## config.mk

```make
export PLATFORM = sky130hd
export DESIGN_NAME = branch_ctrl
export DESIGN_NICKNAME = d
export VERILOG_FILES = /design/src/rtl/branch_ctrl.sv
export SDC_FILE = /design/constraint.sdc
export NUM_CORES = 1
export LEC_CHECK = 0
export CORE_MARGIN = 1.5
export CORE_UTILIZATION = 31
export DETAILED_ROUTE_END_ITERATION = 8
export GPL_TIMING_DRIVEN = 0
export PLACE_DENSITY = 0.56
export SKIP_LAST_GASP = 1
export SLEW_MARGIN = 25
export SYNTH_ARGS = -nofsm -noshare
export SYNTH_HDL_FRONTEND = slang
export SYNTH_SLANG_ARGS = --single-unit
```

## constraint.sdc

```tcl
create_clock -name clk -period 2.55 [get_ports clk]
set_input_delay 0.255 -clock clk [delete_from_list [all_inputs] [get_ports clk]]
set_output_delay 0.255 -clock clk [all_outputs]
set_load 0.005 [all_outputs]
```

## src/rtl/branch_ctrl.sv

```systemverilog
// branch_ctrl: ID-stage branch resolution for beq/bne.
// Sequences the equality comparator and waits out EX/MEM operand hazards by stalling the front end.
// Selects comparator forwarding, redirects the PC and flushes IF/ID on a taken branch.
// Keeps saturating branch/taken/stall statistics.
module branch_ctrl (
  input  logic        clk,
  input  logic        rst_n,
  input  logic        id_valid,
  input  logic        id_beq,
  input  logic        id_bne,
  input  logic [4:0]  id_rs,
  input  logic [4:0]  id_rt,
  input  logic        ex_regwrite,
  input  logic        ex_memread,
  input  logic [4:0]  ex_rd,
  input  logic        mem_regwrite,
  input  logic        mem_memread,
  input  logic [4:0]  mem_rd,
  input  logic        kill,
  input  logic        cmp_zero,
  output logic        cmp_en,
  output logic        fwd_a,
  output logic        fwd_b,
  output logic        stall,
  output logic        flush,
  output logic        pc_src,
  output logic [15:0] br_count,
  output logic [15:0] taken_count,
  output logic [15:0] stall_count
);

  typedef enum logic [1:0] {IDLE, STALL, RESOLVE} state_t;

  state_t     state, state_nxt;
  logic [1:0] scnt, scnt_nxt;
  logic [1:0] need;
  logic       br_present;
  logic       resolve;
  logic       taken;

  // Saturating increment: holds at all-ones instead of wrapping.
  function automatic logic [15:0] sat_inc(input logic [15:0] v, input logic en);
    return (en && (v != 16'hFFFF)) ? v + 16'd1 : v;
  endfunction

  // A producer hazards the branch when it writes a non-zero register the branch reads.
  function automatic logic hz_match(input logic [4:0] rd, input logic [4:0] rs, input logic [4:0] rt);
    return (rd != 5'd0) && ((rd == rs) || (rd == rt));
  endfunction

  // Outputs are gated by rst_n so that an asserted reset forces every control output low at once.
  assign br_present = rst_n & id_valid & (id_beq | id_bne) & ~kill;

  // Number of stall cycles needed before the comparator operands are available.
  always_comb begin
    need = 2'd0;
    if (mem_regwrite && mem_memread && hz_match(mem_rd, id_rs, id_rt))
      need = 2'd1;
    if (ex_regwrite && !ex_memread && hz_match(ex_rd, id_rs, id_rt))
      need = 2'd1;
    if (ex_regwrite && ex_memread && hz_match(ex_rd, id_rs, id_rt))
      need = 2'd2;
  end

  // Next-state and Mealy control outputs; kill overrides everything.
  always_comb begin
    state_nxt = state;
    scnt_nxt  = scnt;
    stall     = 1'b0;
    resolve   = 1'b0;
    case (state)
      IDLE: begin
        if (br_present) begin
          if (need == 2'd0) begin
            resolve = 1'b1;
          end else begin
            stall     = 1'b1;
            scnt_nxt  = need - 2'd1;
            state_nxt = (need == 2'd2) ? STALL : RESOLVE;
          end
        end
      end
      STALL: begin
        if (br_present) begin
          stall     = 1'b1;
          scnt_nxt  = scnt - 2'd1;
          state_nxt = (scnt == 2'd1) ? RESOLVE : STALL;
        end else begin
          // The held branch vanished without a kill; abandon it.
          state_nxt = IDLE;
          scnt_nxt  = 2'd0;
        end
      end
      RESOLVE: begin
        resolve   = br_present;
        state_nxt = IDLE;
        scnt_nxt  = 2'd0;
      end
      default: begin
        state_nxt = IDLE;
        scnt_nxt  = 2'd0;
      end
    endcase
    if (kill) begin
      state_nxt = IDLE;
      scnt_nxt  = 2'd0;
    end
  end

  // Resolve outputs: comparator strobe, forwarding selects and taken-branch redirect.
  always_comb begin
    taken  = resolve & (id_beq ? cmp_zero : ~cmp_zero);
    cmp_en = resolve;
    pc_src = taken;
    flush  = taken;
    fwd_a  = resolve & mem_regwrite & ~mem_memread & (mem_rd != 5'd0) & (mem_rd == id_rs);
    fwd_b  = resolve & mem_regwrite & ~mem_memread & (mem_rd != 5'd0) & (mem_rd == id_rt);
  end

  // State register and stall counter.
  always_ff @(posedge clk or negedge rst_n) begin
    if (!rst_n) begin
      state <= IDLE;
      scnt  <= 2'd0;
    end else begin
      state <= state_nxt;
      scnt  <= scnt_nxt;
    end
  end

  // Saturating statistics counters.
  always_ff @(posedge clk or negedge rst_n) begin
    if (!rst_n) begin
      br_count    <= 16'd0;
      taken_count <= 16'd0;
      stall_count <= 16'd0;
    end else begin
      br_count    <= sat_inc(br_count, resolve);
      taken_count <= sat_inc(taken_count, taken);
      stall_count <= sat_inc(stall_count, stall);
    end
  end

endmodule

```

After elaboration in Yosys (flattened, before gate mapping)
Cells that the tools add are included.

Bits of input ports: 31. Word-level logic and storage cells: 78. Register bits after elaboration: 52. Output and inout bits: 54.

Add/sub/neg operators: 5. Equal/unequal tests: 13. Bitwise operators: 13. Multiplexer cells: 23. Reduce and logical (&&, ||, !) cells: 19.

Operator list (count): 16-bit by 1-bit adder with 16-bit output (second input constant) (3); 16-bit != test (second input constant) (3); 2-bit 2-to-1 mux (11); 5-bit == test (4); 1-bit logical AND (11); 5-bit nonzero test (2); 1-bit bitwise AND (9); 1-bit 2-to-1 mux (8); 2-bit one-hot mux with 2 select lines (2); 3-bit != test (second input constant) (2); 2-bit by 1-bit == test with 1-bit output (second input constant) (2); 2-bit == test (second input constant) (2); 2-bit zero test (2); 1-bit one-hot mux with 2 select lines (2); 2-bit by 1-bit subtractor with 2-bit output (second input constant) (2); 1-bit NOT (3); 1-bit logical OR (2); 2-bit AND reduction (1); 1-bit zero test (1); 1-bit OR (1).

Depth between registers and ports, before layout
Gate-level depths: netlist (run 1).

Word-level depth: 15. Gate-level depth with buffers: 9. Gate-level depth less buffers: 8.

Worst setup path after synthesis (run 1)
Ideal clock, no wire load.

Path type: flip-flop to flip-flop. From: reg stall_count[0]. To: reg stall_count[10]. Arrival: 1.920 ns. Required time: 2.412 ns. Buffers on the path: 1. Library setup time: 0.138 ns. Period minus slack after synthesis: 2.058 ns. Stages on the path, launching flop included: 8. Path slack: 0.492 ns. Cell sequence: dfrtp_1 -> ha_1 -> nand2_1 -> or3_2 -> o31ai_4 -> buf_4 -> nor4_1 -> xor2_1.

Longest elaborated chain between the ends: 2. Elaborated cells between the ends (all ways): 3. Classes of those cells: 1 x add/sub; 1 x eq/ne; 1 x reduce/logical.

RTL lines: start, declared (line 29) `output logic [15:0] stall_count`; start signal, assigned (line 140) `stall_count <= sat_inc(stall_count, stall);`; branches (longest 2 deep; another with 16-bit by 1-bit adder with 16-bit output).

Several ways; the timed one is not identified. A chain may end at the register's enable or synchronous reset.

Final worst setup path (run 1)
From: in ex_rd[1]. To: out cmp_en.

Longest elaborated chain between the ends: 10. Elaborated cells between the ends (all ways): 13. Classes of those cells: 2 x eq/ne; 5 x mux; 6 x reduce/logical.

RTL lines: start, declared (line 15) `input logic [4:0] ex_rd,`; 5-bit == test (line 48) `return (rd != 5'd0) && ((rd == rs) || (rd == rt));`; 1-bit logical OR (line 48); 1-bit logical AND * (line 48); 1-bit logical AND (line 59) `if (ex_regwrite && !ex_memread && hz_match(ex_rd, id_rs, id_rt))`; 1-bit 2-to-1 mux (line 59); 2-bit 2-to-1 mux * (line 61) `if (ex_regwrite && ex_memread && hz_match(ex_rd, id_rs, id_rt))`; 2-bit zero test * (line 74) `if (need == 2'd0) begin`; 1-bit 2-to-1 mux * (line 74); 1-bit 2-to-1 mux * (line 73) `if (br_present) begin`; 1-bit one-hot mux with 2 select lines * (line 71) `case (state)`; end, declared (line 21) `output logic cmp_en,`.

Mark *: on every way between the ends. The rest lies on a longest branch, timed or not.

==> flow_summary_export.csv, run 1 <==
group,metric,value,unit
job,maxCapViolCount,0,
route,drc,0,
worst_setup_path,crit_fanout,4,
sta,max_slew_margin,62.6,%
worst_setup_path,cpMaxStageDelayCell,"or4_4",
sta,finalCritPeriodShare,96.2,%
grt,track_usage,16.1,%
sta,clock.fmax,0.408,GHz
placed_design,dp.cells,498,
worst_setup_path,start_kind,"input pin",
route,num_vias,2552,
worst_setup_path,r2r_start,"stall_count[0]",
clock_network,cts_tree,"built",
sta,worst_slack,0.0963,ns
cells_and_area,layout.nets,424,
worst_setup_path,ff2ff_path_depth,7,
yosys,yosysTopAreaCell,"dfrtp_1",
die,initial_core_util,32.0,%
placed_design,dp_slack,-0.741,ns
die,die_area,10200,um2
route,drtIter0Drc,83,
yosys,syn_area_per_cell,10.5,um2
sta,final_hold_viol_count,0,
worst_setup_path,cp.arrival,2.20,ns
clock_network,clkLatencyLatePin,0.30,ns
sta,skew,0.00914,ns
yosys,synthesis.nets,319,
yosys,netlist_area,2970,um2
clock_network,cts_buffers,5,
clock_network,cts.sinks,52,
sta,worstMarginPinSlew,0.557,ns
cells_and_area,fill_cells,960,
outcome,outcome,"complete, no violations",
clock_network,h-tree-depth,2,
yosys,yosysUniqueCellTypes,46,
route,drt_pass1_iterations,4,
grt,antenna_found_initial,0,
cells_and_area,utilization,45.7,%
clock_network,path_clk_slew,0.09,ns
power_and_ir_drop,ir_worst_vdd,0.000236,V
yosys,async_reset_ff_share,100,%
yosys,synth_seq_cells,52,
yosys,synth.top_cells.by_count,"dfrtp_1, xnor2_1, xor2_1",
route,detail-route-antenna-nets,0,
sta,timing.hold.ws,0.0212,ns
clock_network,cts_buffer_depth,2,
sta,final_max_slew_viol_count,0,
yosys,ys_warn_count,0,
cells_and_area,num_antenna_cells,0,
yosys,postSynthCellCount,284,
cells_and_area,drive_gt1_share,16.3,%
yosys,synth_top_area_share,43.8,%
cells_and_area,layout.cells.non_filler,516,
worst_setup_path,worstSetupPathType,"input pin to output pin",
die,top_level_ports,85,
die,fp-row-count,35,
sta,tns,0,ns
sta,rsz0062_at_grt,"no",
yosys,synthFlopType,"dfrtp_1",
die,die_h,101,um
worst_setup_path,critPathRequiredTime,2.30,ns
grt,grt-ovfl-total,0,
sta,setup_viol,0,
power_and_ir_drop,p_per_area,433,nW/um2
route,wl_per_cell,15.3,um
worst_setup_path,critPathCaptureType,"output pin",
worst_setup_path,path_cells,"dlygate4sd2_1 > or4_4 > o21ai_4 > a21oi_4 > o21bai_4 > buf_6 > nand2_4 > inv_1 > clkdlybuf4s50_1",
placed_design,gp_congestion,0.779,
min_path,min_path_type,"input pin to async pin",
yosys,synthTopCellsByArea,"dfrtp_1, xnor2_1, xor2_1, nand3_1, nand4_1",
placed_design,dpl.hpwl,5730,um
clock_network,cts_root_buf,"clkbuf_8",
die,fp.dieW,101,um
grt,grt_pass1_wl,12900,um
die,core,9280,um2
grt,grt_max_degree,43,
placed_design,io_buffers,84,
worst_setup_path,cpPeakStageDelay,0.56,ns
worst_setup_path,reg2reg_to,"stall_count[7]",
yosys,yosysMostFrequentCell,"dfrtp_1",
sta,period_minus_slack,2.45,ns
power_and_ir_drop,p_leak,1.82,nW
route,viasPerCell,4.95,
grt,grt_pass1_vias,2550,
route,drt-total-wl,7880,um
cells_and_area,syn_to_final_growth,42.8,%
yosys,synth_edf_count,0,
worst_setup_path,r2r_slack,0.32,ns
worst_setup_path,critPathLaunch,"ex_rd[1]",
yosys,yosysSeqAreaShare,43.8,%
repair_timing:
action / CTS / global route
hold buffers: 2 / 0
endpoints found under the hold margin: 10 / 0
pin swaps: 14 / 10
cloned: 0 / 0
buffers inserted: 10 / 1
setup endpoints to repair: 6 / 4
resized for setup: 34 / 16
placed cells by master, fill, tap and decap left out, drive strengths merged, types with 2 or more instances in the layout:
cell	synthesis	layout
a21oi	3	3
and2	2	2
and3	11	11
and4	4	4
buf	8	23
clkbuf	2	9
clkdlybuf4s50	0	58
dfrtp	52	52
dlygate4sd2	0	19
dlymetal6s2s	0	3
ha	4	4
inv	7	7
mux2	4	4
nand2	18	18
nand2b	2	2
nand3	21	21
nand3b	2	2
nand4	16	16
nor2	13	13
nor3	14	14
nor3b	3	3
nor4	11	11
nor4b	2	2
o21ai	2	2
or3	5	5
or4	2	2
xnor2	37	37
xor2	28	28
critical path, delay by kind of cell:
| family | cells | cell delay, ns |
|---|---|---|
| buffers and inverters | 4 | 0.96 |
| AOI/OAI and AO/OA | 3 | 0.36 |
| and+or+nand+nor | 2 | 0.62 |
worst max path at each step:
stage | to | depth (start not counted)
after floorplan | stall_count[10] | 7
after detailed placement | pc_src | 9
final | cmp_en | 9
after CTS | cmp_en | 9
after global routing | cmp_en | 9
after global placement | pc_src | 8
metrics by stage:
stage               total power [mW]  area (um2)
floorplan                       1.14        2970
global placement                1.39        3980
detailed placement              1.40        4000
CTS                             1.85        4200
global route                    1.95        4250
finish                          1.84        4250
area by class of cell:
cell class / count / area [um2] / share of cell area, %
buffer: 10 / 68.8 / 1.62
clock buffer: 5 / 68.8 / 1.62
inverter: 7 / 26.3 / 0.619
multi-input combinational: 215 / 1660 / 39.1
sequential: 52 / 1300 / 30.6
tap: 129 / 161 / 3.80
timing repair buffer: 98 / 958 / 22.6
logic make-up after synthesis:
family                     share of synthesized area, %
AOI/OAI and AO/OA                                  5.01
xor gates and xnor gates                           19.1
adders and majority gates                          1.68
buffers and inverters                              3.03
DFF                                                43.8
muxes                                              1.51
and+or+nand+nor                                    25.9
layer usage:
| metal | GRT usage (%) | wire length [um] | up-vias |
|---|---|---|---|
| li1 | - | - | 1208 |
| met1 | 22.6 | 3730 | 1267 |
| met2 | 25.9 | 3700 | 72 |
| met3 | 2.70 | 370 | 5 |
| met4 | 4.17 | 87 | 0 |
| met5 | 0 | 0 | - |
flip-flops by register name (all words and copies together), names as in the netlist:
name and count:
br_count 16, stall_count 16, taken_count 16, scnt 2
state 2
power by group:
part	switching (mW)	leakage, nW	internal, mW
logic	0.182	1.08	0.254
registers	0.0789	0.704	0.886
clock network	0.259	0.0359	0.178
total	0.520	1.82	1.32
No activity file was read; power rests on OpenSTA's default activity.
==> run 2, diff against run 1 <==
Settings changed: CAP_MARGIN set to 10, PLACE_DENSITY 0.56 to 0.64.
==> flow_summary_export.csv, run 2 (same netlist as run 1, synthesis figures left out) <==
group,metric,value,unit
outcome,outcome,"complete, no violations",
worst_setup_path,cp.arrival,2.19,ns
grt,track_usage,15.6,%
placed_design,dp_slack,-0.777,ns
grt,grt_pass1_wl,12600,um
die,fp-row-count,35,
sta,setup_viol,0,
worst_setup_path,critPathCaptureType,"output pin",
clock_network,h-tree-depth,2,
sta,period_minus_slack,2.44,ns
clock_network,cts_tree,"built",
clock_network,cts_buffers,5,
power_and_ir_drop,p_leak,1.82,nW
die,core,9280,um2
placed_design,dpl.hpwl,5650,um
job,maxCapViolCount,0,
cells_and_area,layout.nets,425,
placed_design,gp_congestion,0.832,
route,detail-route-antenna-nets,0,
die,top_level_ports,85,
cells_and_area,syn_to_final_growth,44.7,%
clock_network,cts_root_buf,"clkbuf_8",
route,drt_pass1_iterations,4,
sta,tns,0,ns
cells_and_area,final_cell_mix,"clkdlybuf4s50_1, dfrtp_1, xnor2_1",
route,drt-total-wl,7700,um
clock_network,cts_buffer_depth,2,
min_path,min_path_type,"register to register",
worst_setup_path,worstSetupPathType,"input pin to output pin",
die,die_area,10200,um2
sta,rsz0062_at_grt,"no",
sta,worst_slack,0.107,ns
power_and_ir_drop,ir_worst_vdd,0.000221,V
worst_setup_path,r2r_slack,0.25,ns
cells_and_area,reg_top3,"br_count: 16 flops, stall_count: 16 flops, taken_count: 16 flops",
clock_network,path_clk_slew,0.10,ns
sta,skew,0.0114,ns
power_and_ir_drop,p_per_area,459,nW/um2
grt,grt_max_degree,28,
grt,grt-ovfl-total,0,
sta,final_hold_viol_count,0,
min_path,hp-start,"stall_count[12]",
sta,timing.hold.ws,0.492,ns
cells_and_area,num_antenna_cells,0,
cells_and_area,drive_gt1_share,16.6,%
route,wl_per_cell,14.8,um
worst_setup_path,crit_fanout,4,
worst_setup_path,r2r_start,"stall_count[0]",
route,drtIter0Drc,150,
sta,finalCritPeriodShare,95.8,%
die,die_h,101,um
clock_network,cts.sinks,52,
worst_setup_path,critPathLaunch,"mem_rd[2]",
route,drc,0,
grt,grt_pass1_vias,2502,
placed_design,io_buffers,84,
worst_setup_path,critPathRequiredTime,2.30,ns
clock_network,clkLatencyLatePin,0.31,ns
worst_setup_path,start_kind,"input pin",
die,initial_core_util,32.0,%
sta,max_slew_margin,64.7,%
sta,worstMarginPinSlew,0.526,ns
sta,final_max_slew_viol_count,0,
cells_and_area,final_common_cell,"clkdlybuf4s50_1",
sta,clock.fmax,0.409,GHz
cells_and_area,fill_cells,931,
route,num_vias,2518,
die,fp.dieW,101,um
route,viasPerCell,4.84,
grt,antenna_found_initial,0,
-- run 2: path summary, 6_finish.rpt --
check,cells after the start,end
worst max-delay path,10,stall
worst min-delay path,1,stall_count[12]
worst max register to register,7,stall_count[7]
worst min register to register,1,stall_count[12]
max in group asynchronous,3,scnt[1]
min in group asynchronous,3,br_count[6]
-- run 2: metrics by stage --
step	cells	util (%)	power, mW	area (um2)
after floorplan	284	-	1.14	2970
after detailed placement	498	43.0	1.40	3990
after global placement	497	42.8	1.39	3980
after global routing	520	46.4	2.10	4300
final	520	46.4	1.98	4300
after CTS	517	46.1	2.01	4280
-- run 2: critical path: stages --
cell             delay (ns)
clkdlybuf4s15_1        0.24
or4_4                  0.52
o21ai_4                0.18
a211oi_4               0.07
buf_4                  0.14
buf_6                  0.11
nor3_4                 0.23
buf_6                  0.14
nor2_1                 0.04
dlygate4sd2_1          0.26
-- run 2: cell type report --
type	count	area, um2	share of cell area [%]
inverters	7	26.3	0.610
clock buffers	6	72.6	1.69
repair buffers	99	968	22.5
plain buffers	10	71.3	1.66
multi-input cells	215	1660	38.7
well taps	129	161	3.75
flip-flops and latches	52	1300	30.2
clock inverters	2	38.8	0.901
-- run 2: repair_timing --
| action | CTS | global route |
|---|---|---|
| endpoints found under the hold margin | 25 | 0 |
| setup buffers | 9 | 3 |
| hold buffers | 2 | 0 |
| pin swaps | 14 | 6 |
| gates resized for setup | 52 | 1 |
| setup endpoints to repair | 6 | 3 |
-- run 2: report_power, final --
group	switching, mW	internal, mW	leakage [nW]
registers	0.0781	0.886	0.704
clock network	0.277	0.297	0.0558
logic	0.183	0.256	1.06
-- run 2: metal layers --
layer  wire, um  GRT usage (%)  vias up
met5          0              0        -
met4         57           2.88        0
met3        419           2.98        7
met2       3470           24.3       75
met1       3750           22.8     1221
li1           -              -     1215
